### src/rtl/pdm_playback.sv
// Voice playback transmitter: reads packed 8-bit PCM words from the sample RAM and
// re-modulates each sample into a 1-bit PDM stream with a first-order sigma-delta.
module pdm_playback #(
  parameter int unsigned sample_w        = 8,
  parameter int unsigned CLK_DIV         = 42,
  parameter int unsigned BITS_PER_SAMPLE = 240,
  parameter int unsigned WORDS           = 2830,
  parameter int unsigned addr_w          = 12
) (
  input  logic                  clk,
  input  logic                  rst,
  input  logic                  start,
  input  logic                  stop,
  output logic                  ram_rd,
  output logic [addr_w-1:0]     ram_addr,
  input  logic [4*sample_w-1:0] ram_data,
  output logic                  pdm_out,
  output logic                  aud_en,
  output logic                  busy,
  output logic                  done
);

  localparam int unsigned WordBits = 4 * sample_w;
  localparam int unsigned DivW     = $clog2(CLK_DIV);
  localparam int unsigned BitW     = $clog2(BITS_PER_SAMPLE + 1);
  localparam int unsigned WordW    = $clog2(WORDS + 1);

  localparam logic [DivW-1:0]   DivLast  = DivW'(CLK_DIV - 1);
  localparam logic [BitW-1:0]   BitLast  = BitW'(BITS_PER_SAMPLE - 1);
  localparam logic [WordW-1:0]  WordLast = WordW'(WORDS - 1);
  localparam logic [addr_w-1:0] AddrLast = addr_w'(WORDS - 1);
  localparam logic [WordW:0]    WordsExt = (WordW + 1)'(WORDS);

  typedef enum logic [1:0] {StIdle, StFetch, StLoad, StPlay} state_e;

  state_e                state_q, state_d;
  logic [sample_w-1:0]   acc_q, acc_d;
  logic                  pdm_q, pdm_d;
  logic                  done_q, done_d;
  logic [addr_w-1:0]     addr_q, addr_d;
  logic [WordBits-1:0]   sh_q, sh_d;
  logic [WordBits-1:0]   buf_q, buf_d;
  logic                  pf_pend_q, pf_pend_d;
  logic [DivW-1:0]       div_q, div_d;
  logic [BitW-1:0]       bit_q, bit_d;
  logic [1:0]            samp_q, samp_d;
  logic [WordW-1:0]      word_q, word_d;

  logic                  rd;
  logic [sample_w:0]     sum;
  logic [addr_w-1:0]     addr_inc;
  logic [WordW:0]        word_p2;
  logic                  more_reads;

  assign sum        = {1'b0, acc_q} + {1'b0, sh_q[WordBits-1 -: sample_w]};
  assign addr_inc   = (addr_q == AddrLast) ? addr_q : addr_q + 1'b1;
  // A prefetch is due only while a word beyond the next one still exists.
  assign word_p2    = {1'b0, word_q} + (WordW + 1)'(2);
  assign more_reads = word_p2 < WordsExt;

  always_comb begin
    state_d   = state_q;
    acc_d     = acc_q;
    pdm_d     = pdm_q;
    done_d    = 1'b0;
    addr_d    = addr_q;
    sh_d      = sh_q;
    buf_d     = buf_q;
    pf_pend_d = 1'b0;
    div_d     = div_q;
    bit_d     = bit_q;
    samp_d    = samp_q;
    word_d    = word_q;
    rd        = 1'b0;

    if (pf_pend_q) buf_d = ram_data;

    unique case (state_q)
      StIdle: begin
        acc_d  = '0;
        pdm_d  = 1'b0;
        addr_d = '0;
        if (start) state_d = StFetch;
      end
      StFetch: begin
        rd      = 1'b1;
        addr_d  = addr_inc;
        state_d = StLoad;
      end
      StLoad: begin
        sh_d   = ram_data;
        div_d  = '0;
        bit_d  = '0;
        samp_d = '0;
        word_d = '0;
        if (WORDS > 1) begin
          rd        = 1'b1;
          pf_pend_d = 1'b1;
          addr_d    = addr_inc;
        end
        state_d = StPlay;
      end
      StPlay: begin
        if (done_q) begin
          state_d = StIdle;
          pdm_d   = 1'b0;
        end else begin
          div_d = (div_q == DivLast) ? '0 : div_q + 1'b1;
          if (div_q == DivLast) begin
            pdm_d = sum[sample_w];
            acc_d = sum[sample_w-1:0];
            if (bit_q == BitLast) begin
              bit_d = '0;
              if (samp_q == 2'd3) begin
                samp_d = '0;
                if (word_q == WordLast) begin
                  done_d = 1'b1;
                end else begin
                  sh_d   = buf_q;
                  word_d = word_q + 1'b1;
                  if (more_reads) begin
                    rd        = 1'b1;
                    pf_pend_d = 1'b1;
                    addr_d    = addr_inc;
                  end
                end
              end else begin
                sh_d   = sh_q << sample_w;
                samp_d = samp_q + 2'd1;
              end
            end else begin
              bit_d = bit_q + 1'b1;
            end
          end
        end
      end
      default: state_d = StIdle;
    endcase

    // Abort wins over everything, including a same-cycle start.
    if (stop) begin
      state_d   = StIdle;
      acc_d     = '0;
      pdm_d     = 1'b0;
      done_d    = 1'b0;
      addr_d    = '0;
      rd        = 1'b0;
      pf_pend_d = 1'b0;
    end
  end

  always_ff @(posedge clk) begin
    if (rst) begin
      state_q   <= StIdle;
      acc_q     <= '0;
      pdm_q     <= 1'b0;
      done_q    <= 1'b0;
      addr_q    <= '0;
      sh_q      <= '0;
      buf_q     <= '0;
      pf_pend_q <= 1'b0;
      div_q     <= '0;
      bit_q     <= '0;
      samp_q    <= '0;
      word_q    <= '0;
    end else begin
      state_q   <= state_d;
      acc_q     <= acc_d;
      pdm_q     <= pdm_d;
      done_q    <= done_d;
      addr_q    <= addr_d;
      sh_q      <= sh_d;
      buf_q     <= buf_d;
      pf_pend_q <= pf_pend_d;
      div_q     <= div_d;
      bit_q     <= bit_d;
      samp_q    <= samp_d;
      word_q    <= word_d;
    end
  end

  assign ram_rd   = rd;
  assign ram_addr = addr_q;
  assign pdm_out  = pdm_q;
  assign busy     = (state_q != StIdle);
  assign aud_en   = busy;
  assign done     = done_q;

endmodule

### config.mk
export PLATFORM = sky130hd
export DESIGN_NAME = pdm_playback
export DESIGN_NICKNAME = d
export VERILOG_FILES = /design/src/rtl/pdm_playback.sv
export SDC_FILE = /design/constraint.sdc
export NUM_CORES = 1
export LEC_CHECK = 0
export ABC_CLOCK_PERIOD_IN_PS = 2800
export CAP_MARGIN = 25
export CORE_MARGIN = 2
export CORE_UTILIZATION = 38
export CTS_CLUSTER_DIAMETER = 200
export CTS_CLUSTER_SIZE = 24
export DETAILED_ROUTE_END_ITERATION = 16
export GPL_ROUTABILITY_DRIVEN = 1
export PLACE_DENSITY = 0.68
export RECOVER_POWER = 50
export SLEW_MARGIN = 5
export SYNTH_ARGS = -nofsm -noshare
export SYNTH_HDL_FRONTEND = slang
export SYNTH_SLANG_ARGS = --single-unit
### constraint.sdc
create_clock -name clk -period 2.8 [get_ports clk]
set_input_delay 0.56 -clock clk [delete_from_list [all_inputs] [get_ports clk]]
set_output_delay 0.56 -clock clk [all_outputs]
set_load 0.005 [all_outputs]
After elaboration in Yosys (flattened, before gate mapping)
Index checks and enable logic that the tools add are counted.
{"block": "totals", "regBits": 117, "inputBits": 36, "out_inout_bits": 17, "word_cells": 109}
{"block": "op_classes", "add_sub_neg": 7, "n_lt_le_gt_ge": 1, "n_eq_ne": 18, "mux": 51, "bitwise": 4, "n_reduce_logical": 16}
{"cell": "32-bit two-way mux", "n": 5}
{"cell": "12-bit two-way mux", "n": 12}
{"cell": "32-bit one-hot mux with 2 select lines", "n": 1}
{"cell": "8-bit two-way mux", "n": 5}
{"cell": "12-bit one-hot mux with 3 select lines", "n": 1}
{"cell": "8-bit one-hot mux with 2 select lines", "n": 2}
{"cell": "12-bit by 1-bit adder with 12-bit output, second input constant", "n": 2}
{"cell": "12-bit equality test, second input constant", "n": 2}
{"cell": "12-bit one-hot mux with 2 select lines", "n": 1}
{"cell": "2-bit inequality test, second input constant", "n": 8}
{"cell": "12-bit by 2-bit adder with 13-bit output, second input constant", "n": 1}
{"cell": "13-bit by 12-bit less-than comparator with 1-bit output, second input constant", "n": 1}
{"cell": "2-bit two-way mux", "n": 6}
{"cell": "6-bit two-way mux", "n": 2}
{"cell": "6-bit one-hot mux with 2 select lines", "n": 1}
{"cell": "6-bit AND reduction", "n": 2}
{"cell": "1-bit two-way mux", "n": 10}
{"cell": "8-bit by 8-bit adder with 9-bit output", "n": 1}
{"cell": "8-bit by 1-bit adder with 8-bit output, second input constant", "n": 1}
{"cell": "8-bit equality test, second input constant", "n": 1}
{"cell": "2-bit one-hot mux with 4 select lines", "n": 1}
{"cell": "7-bit OR reduction", "n": 1}
{"cell": "6-bit by 1-bit adder with 6-bit output, second input constant", "n": 1}
{"cell": "2-bit equality test, second input constant", "n": 3}
{"cell": "other kinds (14)", "n": 26}

Longest topological paths before layout
Gate-level depths: netlist (run 1).
{"block": "depth", "word_depth": 10, "depth_mapped": 11, "depth_no_buf": 8}

Least setup slack after synthesis (run 1)
OpenSTA, ideal clock, no wires.
{"block": "synth_timing", "path_type": "flip-flop to output port", "startpoint": "reg samp_q[0]", "endpoint": "out ram_rd", "t_arrival_ns": 2.173, "setup_slack_ns": 0.067, "stages_incl_launch_ff": 9, "n_path_buf": 2, "cell_sequence": "dfxtp_1 ha_1 clkbuf_1 nor4bb_1 nand4b_1 nor3_1 clkbuf_1 a21oi_1 nor3_1"}
{"block": "synth_via", "elab_chain_cells": 7}
{"item": "from (decl)", "line_no": "46", "rtl": "logic [1:0] samp_q, samp_d;"}
{"item": "from (signal assigned)", "line_no": "177", "rtl": "samp_q <= samp_d;"}
{"item": "2-bit equality test", "line_no": "114", "rtl": "if (samp_q == 2'd3) begin"}
{"item": "1-bit two-way mux", "line_no": "114"}
{"item": "1-bit two-way mux", "line_no": "112", "rtl": "if (bit_q == BitLast) begin"}
{"item": "1-bit two-way mux", "line_no": "109", "rtl": "if (div_q == DivLast) begin"}
{"item": "1-bit two-way mux", "line_no": "104", "rtl": "if (done_q) begin"}
{"item": "1-bit one-hot mux with 2 select lines", "line_no": "78", "rtl": "unique case (state_q)"}
{"item": "1-bit two-way mux", "line_no": "141", "rtl": "if (stop) begin"}
{"item": "to (decl)", "line_no": "14", "rtl": "output logic ram_rd,"}
Every way passes these cells.

Final worst setup path (run 1)
{"block": "layout_timing", "startpoint": "reg word_q[4]", "endpoint": "out ram_rd"}
{"block": "layout_via", "elab_chain_cells": 10, "word_cells_on_any_way": 11}
{"item": "from (decl)", "line_no": "47", "rtl": "logic [WordW-1:0] word_q, word_d;"}
{"item": "from (signal assigned)", "line_no": "178", "rtl": "word_q <= word_d;"}
{"item": "12-bit by 2-bit adder with 13-bit output", "line_no": "58", "rtl": "assign word_p2 = {1'b0, word_q} + (WordW + 1)'(2);"}
{"item": "13-bit by 12-bit less-than comparator with 1-bit output", "line_no": "59", "rtl": "assign more_reads = word_p2 < WordsExt;"}
{"item": "1-bit two-way mux", "line_no": "121", "rtl": "if (more_reads) begin"}
{"item": "1-bit two-way mux *", "line_no": "116", "rtl": "if (word_q == WordLast) begin"}
{"item": "1-bit two-way mux *", "line_no": "114"}
{"item": "1-bit two-way mux *", "line_no": "112"}
{"item": "1-bit two-way mux *", "line_no": "109"}
{"item": "1-bit two-way mux *", "line_no": "104"}
{"item": "1-bit one-hot mux with 2 select lines *", "line_no": "78"}
{"item": "1-bit two-way mux *", "line_no": "141"}
Every way passes the cells marked *; elsewhere a longest branch is shown, timed or not.

==> results of run 1 <==
-- through the flow --
| stage | area (µm²) | util (%) |
|---|---|---|
| CTS | 7070 | 48.6 |
| finish | 7090 | 48.8 |
| global route | 7090 | 48.8 |
| global placement | 6410 | 44.1 |
| floorplan | 5670 | - |
| detailed placement | 6410 | 44.1 |
-- metal layers --
metal,vias to the layer above,global-route usage (%),wire length (µm)
met5,-,0,0
met4,0,8.14,250
met3,21,3.78,474
met2,83,28.3,6500
met1,2337,21.2,6020
li1,2462,-,-
-- registers in the layout, summed over array words and instances, names as in the netlist --
register and flops:
acc_q 8, bit_q 8, buf_q 32, div_q 6, done 1, pdm_out 1, pf_pend_q 1, ram_addr 12
samp_q 2, sh_q 32, state_q 2, word_q 12
-- layout by cell type (no fill, tap or decap), types with 4 or more instances in the layout --
master / count
a311oi_1: 10
nand4_1: 7
nor2_1: 89
o211ai_1: 30
o2111ai_1: 4
nand3_1: 27
a21oi_1: 45
nand2b_1: 6
o21ai_0: 10
a22oi_1: 5
nor2b_1: 4
a21o_1: 4
nand2_1: 80
inv_1: 12
xor2_1: 18
ha_1: 18
buf_4: 17
clkdlybuf4s50_1: 36
clkbuf_1: 5
dlygate4sd3_1: 14
or3_1: 5
bufinv_16: 5
mux2i_1: 62
dfxtp_1: 113
xnor2_1: 6
nor3_1: 14
and3_1: 4
clkbuf_16: 17
-- report_power, final --
| group | total [mW] | internal (mW) | leakage [nW] | switching [mW] |
|---|---|---|---|---|
| combinational | 0.165 | 0.0775 | 1.21 | 0.0875 |
| sequential | 1.69 | 1.68 | 0.946 | 0.00851 |
| clock | 2.35 | 1.62 | 0.306 | 0.739 |
-- worst max path at each step --
stage / startpoint / endpoint / depth (start not counted)
after floorplan: samp_q[0]$_SDFFE_PP0P_ / ram_rd / 8
after global placement: word_q[4]$_SDFFE_PP0P_ / ram_rd / 6
after detailed placement: word_q[4]$_SDFFE_PP0P_ / ram_rd / 6
after CTS: word_q[4]$_SDFFE_PP0P_ / ram_rd / 6
after global routing: rst / acc_q[7]$_SDFFE_PP0P_ / 6
final: word_q[4]$_SDFFE_PP0P_ / ram_rd / 6
-- kinds of logic after synthesis --
| group | Yosys count | synth area share [%] |
|---|---|---|
| DFF | 117 | 41.3 |
| and+or+nand+nor | 259 | 20.7 |
| buffers and inverters | 54 | 3.80 |
| adders and majority gates | 20 | 4.55 |
| xor gates and xnor gates | 24 | 3.71 |
| AOI/OAI and AO/OA | 127 | 14.9 |
| muxes | 62 | 10.9 |
-- area by class of cell --
type | count | share of cell area, %
multi-input cells | 492 | 44.3
well taps | 184 | 3.25
clock buffers | 22 | 6.55
clock inverters | 9 | 2.47
inverters | 12 | 0.635
repair buffers | 73 | 9.67
flip-flops and latches | 117 | 33.2
-- critical path: stages (launching register included) --
cell	delay [ps]
dfxtp_4	360
nor4_2	310
nor4b_1	540
nor3_2	110
a21oi_1	180
nor3_2	70
buf_2	130
-- timing repair --
item                                    CTS  global route
hold buffers                              0             0
resized for setup                        11             1
pin swaps                                 3             3
buffers inserted                          1             1
endpoints found under the setup margin    1             1
==> metrics, run 1 <==
status=complete, but fails checks; violated checks=capacitance limit, slew limit; Mapped Cells=663; Fin Setup TNS=0 ps; area of the die=15900 µm²; area leader, netlist=dfxtp_1; fin. max-slew vios=78; share of the synthesized area in the top cell type=41.3%; H-tree levels=4; first-pass GRT wire length=22300 µm; WHS=455 ps; area occupied by multi-input gates=3140 µm²; Post-Layout Cell Count=909; clock skew=8.75 ps; Place WS=17.4 ps; Synth Cell Area=5670 µm²; final setup fails=0; Critical R2R Capture=ram_addr[7]$_SDFFE_PP0P_; CTS Root Cell=clkbuf_16; distinct cell type count after synthesis=52; vias in the first global route=4753; most frequent cell after synthesis=dfxtp_1; Tightest Hold Check Type=flop to flop; worst-path fanout max=5; leakage power=2.47 nW; reg-to-reg startpoint=div_q[1]$_SDFFE_PP0P_; clock buffer depth=2; Worst-path clk slew=50 ps; Post-DRT Antenna Nets=0; number of inserted diodes=0; total global-route track usage=17.1%; CP Capture Type=output port; PD cells=593 nW/µm²; Placer Congestion=0.830; via count=4903; initial core utilization=39.0%; Final #Nets=769; Final Power=4.21 mW; largest net degree at the start of global routing=78; unrepaired setup endpoints after global routing=no; arrival time at the worst endpoint=2100 ps; async set-reset flop share out of synthesis=0%; via/cell ratio=5.39; # Max-Cap Violations=1; Mean Syn Cell Area=8.55 µm²; Synth warnings=0; EDFF count, synth=0; hold depth=2; Inserted Clock Buffers=17; HP Start=sh_q[16]$_SDFFE_PP0P_; top cells by count, synth=117 x dfxtp_1, 89 x nor2_1, 80 x nand2_1; worst-margin pin slew=1530 ps; Peak Freq=0.376 GHz; Crit Path Class=flop to output port; clock sinks=117; synthesis-to-finish area growth=25.1%; Die Ht=126 µm; critical path required time=2240 ps; Hold Violations, Final=0; Max VDD drop=0.302 mV; port bufs=52; Most used DFF post-synth=dfxtp_1; worst-skew pair later-pin latency=420 ps; num ports=53; DP Wirelength=8680 µm; top post-synthesis cells by area=dfxtp_1 41%, mux2i_1 11%, nor2_1 5.9%; row cnt=44; Slew HR=-2.03%; initial antenna violation count=0; Die Wd=126 µm; Post-Place Cells=875; Min-Delay Endpoint=sh_q[16]$_SDFFE_PP0P_; Final WS setup=139 ps; Worst R2R Path Depth=10; drt first pass iters=5; crit start category=flop; post-synth net total=719; Tcrit/Tclk final=95.0%; core area=14500 µm²; crit path time final=2660 ps; gr ovfl total=0; CTS tree=yes; register area=2350 µm²; fillcell total=1390; DR WL/cell=14.6 µm; Seq/Total Area, Yosys=41.3%; Iteration-0 DRC Markers=330; DRC=0; R2R Setup Slk=270 ps; #FFs+latches synth=117; share of cells above drive strength 1=9.10%; Routed WL=13200 µm
Power figures use the tool's default switching activity.
==> run 2, diff against run 1 <==
--- a/config.mk
+++ b/config.mk
@@ -15,6 +15,7 @@
 export GPL_ROUTABILITY_DRIVEN = 1
 export PLACE_DENSITY = 0.68
 export RECOVER_POWER = 50
+export SETUP_SLACK_MARGIN = 0.1
 export SLEW_MARGIN = 5
 export SYNTH_ARGS = -nofsm -noshare
 export SYNTH_HDL_FRONTEND = slang
==> metrics, run 2 (same netlist as run 1, synthesis figures left out) <==
first-pass GRT wire length=23000 µm; Layout Utilization=49.0%; Max VDD drop=0.376 mV; worst-path fanout max=3; Placer Congestion=0.857; PD cells=577 nW/µm²; vias in the first global route=4910; drt first pass iters=5; hold buffers post-CTS=0; worst-margin pin slew=1560 ps; final setup fails=0; CP Capture Point=ram_rd; Hold Violations, Final=0; leakage power=2.48 nW; Tcrit/Tclk final=94.9%; Worst R2R Path Depth=9; crit path time final=2660 ps; row cnt=44; Fin Setup TNS=0 ps; R2R Setup Slk=260 ps; via/cell ratio=5.45; status=complete, but fails checks; unrepaired setup endpoints after global routing=yes; arrival time at the worst endpoint=2100 ps; initial core utilization=39.0%; worst-skew pair later-pin latency=430 ps; gr ovfl total=0; Slew HR=-4.28%; Routed WL=13600 µm; clock sinks=117; DP Wirelength=8900 µm; synthesis-to-finish area growth=25.5%; DR WL/cell=14.9 µm; core area=14500 µm²; Inserted Clock Buffers=17; Iteration-0 DRC Markers=364; CP Capture Type=output port; crit start category=flop; Final WS setup=144 ps; total global-route track usage=17.6%; share of cells above drive strength 1=10.2%; H-tree levels=4; largest registers=buf_q: 32 flops, sh_q: 32 flops; Worst-path clk slew=50 ps; Critical R2R Capture=ram_addr[5]$_SDFFE_PP0P_; # Max-Cap Violations=1; most frequent cells in the layout=109 x dfxtp_1, 89 x nor2_1, 80 x nand2_1, 62 x mux2i_1, 45 x a21oi_1; Place WS=84.7 ps; Final Power=4.11 mW; area of the die=15900 µm²; largest net degree at the start of global routing=78; Tightest Hold Check Type=flop to flop; number of inserted diodes=0; via count=4967; Die Ht=126 µm; reg-to-reg startpoint=word_q[5]$_SDFFE_PP0P_; num ports=53; initial antenna violation count=0; DRC=0; CP startpoint=word_q[5]$_SDFFE_PP0P_; clock buffer depth=2; Peak Freq=0.376 GHz; Post-DRT Antenna Nets=0; commonest non-fill, non-tap cell in the layout=dfxtp_1; violated checks=capacitance limit, slew limit; CTS Root Cell=clkbuf_16; CTS tree=yes; port bufs=52; Crit Path Class=flop to output port; clock skew=7.70 ps; Final #Nets=771; Die Wd=126 µm; critical path required time=2240 ps; fin. max-slew vios=78
run 2: cell count changes in the layout (fill, tap and decap cells not counted), moves of 2 or more:
| cell | before | now |
|---|---|---|
| or2_0 | 2 | 0 |
| or2_2 | 3 | 5 |
| clkbuf_1 | 5 | 8 |
| dfxtp_2 | 2 | 4 |
| dfxtp_1 | 113 | 109 |
| dfxtp_4 | 2 | 4 |
run 2: per-layer routing:
layer / vias up / global-route usage [%] / routed length, µm
met5: - / 0 / 0
met4: 0 / 6.21 / 208
met3: 19 / 5.27 / 478
met2: 80 / 29.9 / 6710
met1: 2404 / 21.3 / 6170
li1: 2464 / - / -
run 2: power breakdown:
group | internal [mW] | switching, mW
clock network | 1.51 | 0.752
logic | 0.0780 | 0.0880
registers | 1.68 | 0.00867
total | 3.26 | 0.848
run 2: final cells by class:
| type | count | area, µm² |
|---|---|---|
| clock buffers | 23 | 458 |
| clock inverters | 9 | 151 |
| fillers | 1383 | 7420 |
| inverters | 12 | 45.0 |
| multi-input cells | 492 | 3170 |
| flip-flops and latches | 117 | 2360 |
| well taps | 184 | 230 |
| repair buffers | 75 | 701 |
run 2: how the worst min path moves through the flow:
| stage | start | endpoint | depth (start not counted) |
|---|---|---|---|
| after global routing | sh_q[21]$_SDFFE_PP0P_ | sh_q[21]$_SDFFE_PP0P_ | 2 |
| after global placement | sh_q[13]$_SDFFE_PP0P_ | sh_q[13]$_SDFFE_PP0P_ | 2 |
| after CTS | sh_q[13]$_SDFFE_PP0P_ | sh_q[13]$_SDFFE_PP0P_ | 2 |
| after floorplan | sh_q[10]$_SDFFE_PP0P_ | sh_q[10]$_SDFFE_PP0P_ | 2 |
| final | sh_q[13]$_SDFFE_PP0P_ | sh_q[13]$_SDFFE_PP0P_ | 2 |
| after detailed placement | sh_q[13]$_SDFFE_PP0P_ | sh_q[13]$_SDFFE_PP0P_ | 2 |
run 2: stage by stage:
step           instances  cell area [µm²]  hold slack, ps
5_1_grt              912             7120             476
3_5_place_dp         874             6400             449
3_3_place_gp         874             6400             445
6_report             912             7120             454
2_1_floorplan        663             5670             436
4_1_cts              908             7050             456
run 2: repair_timing:
| item | in CTS | in global routing |
|---|---|---|
| setup endpoints to repair | 1 | 7 |
| cloned | 0 | 0 |
| resized for setup | 14 | 8 |
| setup buffers | 2 | 3 |
| pin swaps | 3 | 6 |
run 2: critical path, cell delays in order, from the launching register on:
cell and delay (ps):
dfxtp_4 380, nand4_4 110, or3_1 380, a222oi_1 370
a21oi_1 150, nor3_2 150, buf_2 140
==> run 3, diff against run 2 <==
--- a/config.mk
+++ b/config.mk
@@ -7,13 +7,12 @@
 export LEC_CHECK = 0
 export ABC_CLOCK_PERIOD_IN_PS = 2800
 export CAP_MARGIN = 25
-export CORE_MARGIN = 2
 export CORE_UTILIZATION = 38
 export CTS_CLUSTER_DIAMETER = 200
 export CTS_CLUSTER_SIZE = 24
 export DETAILED_ROUTE_END_ITERATION = 16
 export GPL_ROUTABILITY_DRIVEN = 1
-export PLACE_DENSITY = 0.68
+export PLACE_DENSITY_LB_ADDON = 0.15
 export RECOVER_POWER = 50
 export SETUP_SLACK_MARGIN = 0.1
 export SLEW_MARGIN = 5
==> metrics, run 3 (same netlist as run 1, synthesis figures left out) <==
critical path required time=2240 ps; CP Capture Type=output port; Hold Violations, Final=0; fin. max-slew vios=70; Place WS=90.4 ps; Crit Path Class=flop to output port; arrival time at the worst endpoint=2060 ps; Tightest Hold Check Type=flop to flop; worst-path fanout max=3; Worst path slowest cell=or3_1; area of the die=15400 µm²; Die Wd=124 µm; status=complete, but fails checks; worst-skew pair later-pin latency=420 ps; worst-margin pin slew=1530 ps; share of cells above drive strength 1=10.4%; H-tree levels=4; Inserted Clock Buffers=17; final setup fails=0; clock sinks=117; unrepaired setup endpoints after global routing=yes; core area=14500 µm²; via count=4833; CTS tree=yes; num ports=53; row cnt=44; port bufs=52; Max VDD drop=0.465 mV; gr ovfl total=0; DRC=0; violated checks=capacitance limit, slew limit; crit path time final=2620 ps; R2R Setup Slk=260 ps; largest net degree at the start of global routing=70; number of inserted diodes=0; Iteration-0 DRC Markers=238; commonest non-fill, non-tap cell in the layout=dfxtp_1; DP Wirelength=8700 µm; leakage power=2.48 nW; vias in the first global route=4566; Final WS setup=178 ps; Die Ht=124 µm; via/cell ratio=5.29; crit start category=flop; Placer Congestion=0.801; clock buffer depth=2; most frequent cells in the layout=111 x dfxtp_1, 89 x nor2_1, 80 x nand2_1, 62 x mux2i_1, 45 x a21oi_1; largest registers=buf_q: 32 flops, sh_q: 32 flops; Fin Setup TNS=0 ps; Final #Nets=773; CP cell instances=nand4_4 -> or3_1 -> a222oi_1 -> a21oi_1 -> nor3_2 -> buf_2; CP top delay family=simple AND/OR/NAND/NOR gates; first-pass GRT wire length=21800 µm; PD cells=586 nW/µm²; clock skew=17.5 ps; drt first pass iters=4; Layout Utilization=49.0%; Post-DRT Antenna Nets=0; DR WL/cell=14.4 µm; Peak Freq=0.381 GHz; Worst-path clk slew=60 ps; crit-path max cell delay=380 ps; # Max-Cap Violations=1; Slew HR=-1.96%; total global-route track usage=18.4%; Routed WL=13200 µm; initial antenna violation count=0; initial core utilization=39.0%; Buf+Inv Stages, Crit Path=1; Post-Layout Cell Count=914; Tcrit/Tclk final=93.6%; Post-Place Cells=879; synthesis-to-finish area growth=25.6%; CTS Root Cell=clkbuf_16
[run 3: cell count changes in the layout (fill, tap and decap cells not counted), moves of 2 or more]
cell        previous run  this run
inv_6                  0         2
clkinv_2               3         1
dfxtp_1              109       111
buf_4                 17        19
buf_12                 2         0
clkbuf_1               8         5
clkinv_4               1         4
clkinvlp_4             1         3
[run 3: metrics by stage]
stage | hold slack, ps | total power, mW | cell area, µm²
floorplan | 436 | 1.80 | 5670
global placement | 446 | 1.89 | 6430
detailed placement | 453 | 1.89 | 6430
CTS | 434 | 4.22 | 7100
global route | 479 | 4.32 | 7120
finish | 456 | 4.17 | 7120
[run 3: worst paths after layout]
check | cells past startpoint | start | endpoint
worst max-delay path | 6 | word_q[4]$_SDFFE_PP0P_ | ram_rd
worst min-delay path | 2 | sh_q[11]$_SDFFE_PP0P_ | sh_q[11]$_SDFFE_PP0P_
worst max register to register | 8 | state_q[1]$_SDFFE_PP0P_ | sh_q[9]$_SDFFE_PP0P_
worst min register to register | 2 | sh_q[11]$_SDFFE_PP0P_ | sh_q[11]$_SDFFE_PP0P_
[run 3: where the power goes]
group | leakage [nW] | switching, mW | internal [mW]
Clock | 0.303 | 0.802 | 1.52
Sequential | 0.947 | 0.00782 | 1.68
Combinational | 1.23 | 0.0898 | 0.0779
[run 3: cell type report]
| class | instances | area (µm²) |
|---|---|---|
| fillers | 1377 | 7410 |
| multi-input cells | 492 | 3160 |
| clock inverters | 14 | 200 |
| well taps | 184 | 230 |
| repair buffers | 77 | 687 |
| inverters | 12 | 45.0 |
| clock buffers | 18 | 439 |
| flip-flops and latches | 117 | 2360 |
[run 3: layer usage]
metal / vias to the layer above / routed length, µm / part of all wire (%) / track usage (%)
li1: 2481 / - / - / -
met1: 2271 / 6480 / 49 / 24.5
met2: 69 / 6070 / 46 / 28.5
met3: 12 / 442 / 3.4 / 4.49
met4: 0 / 175 / 1.3 / 7.51
met5: - / 0 / 0 / 0
[run 3: repair_timing]
item,CTS,global route
setup endpoints to repair,1,6
hold buffers,0,0
setup buffers,2,0
pin swaps,5,6
gates resized for setup,13,4
[run 3: worst register-to-register path, delay by kind of cell, from the launching register on]
family,cells,cell delay [ps]
DFF,1,370
and+or+nand+nor,3,710
buffers and inverters,1,420
adders and majority gates,1,400
AOI/OAI and AO/OA,3,550
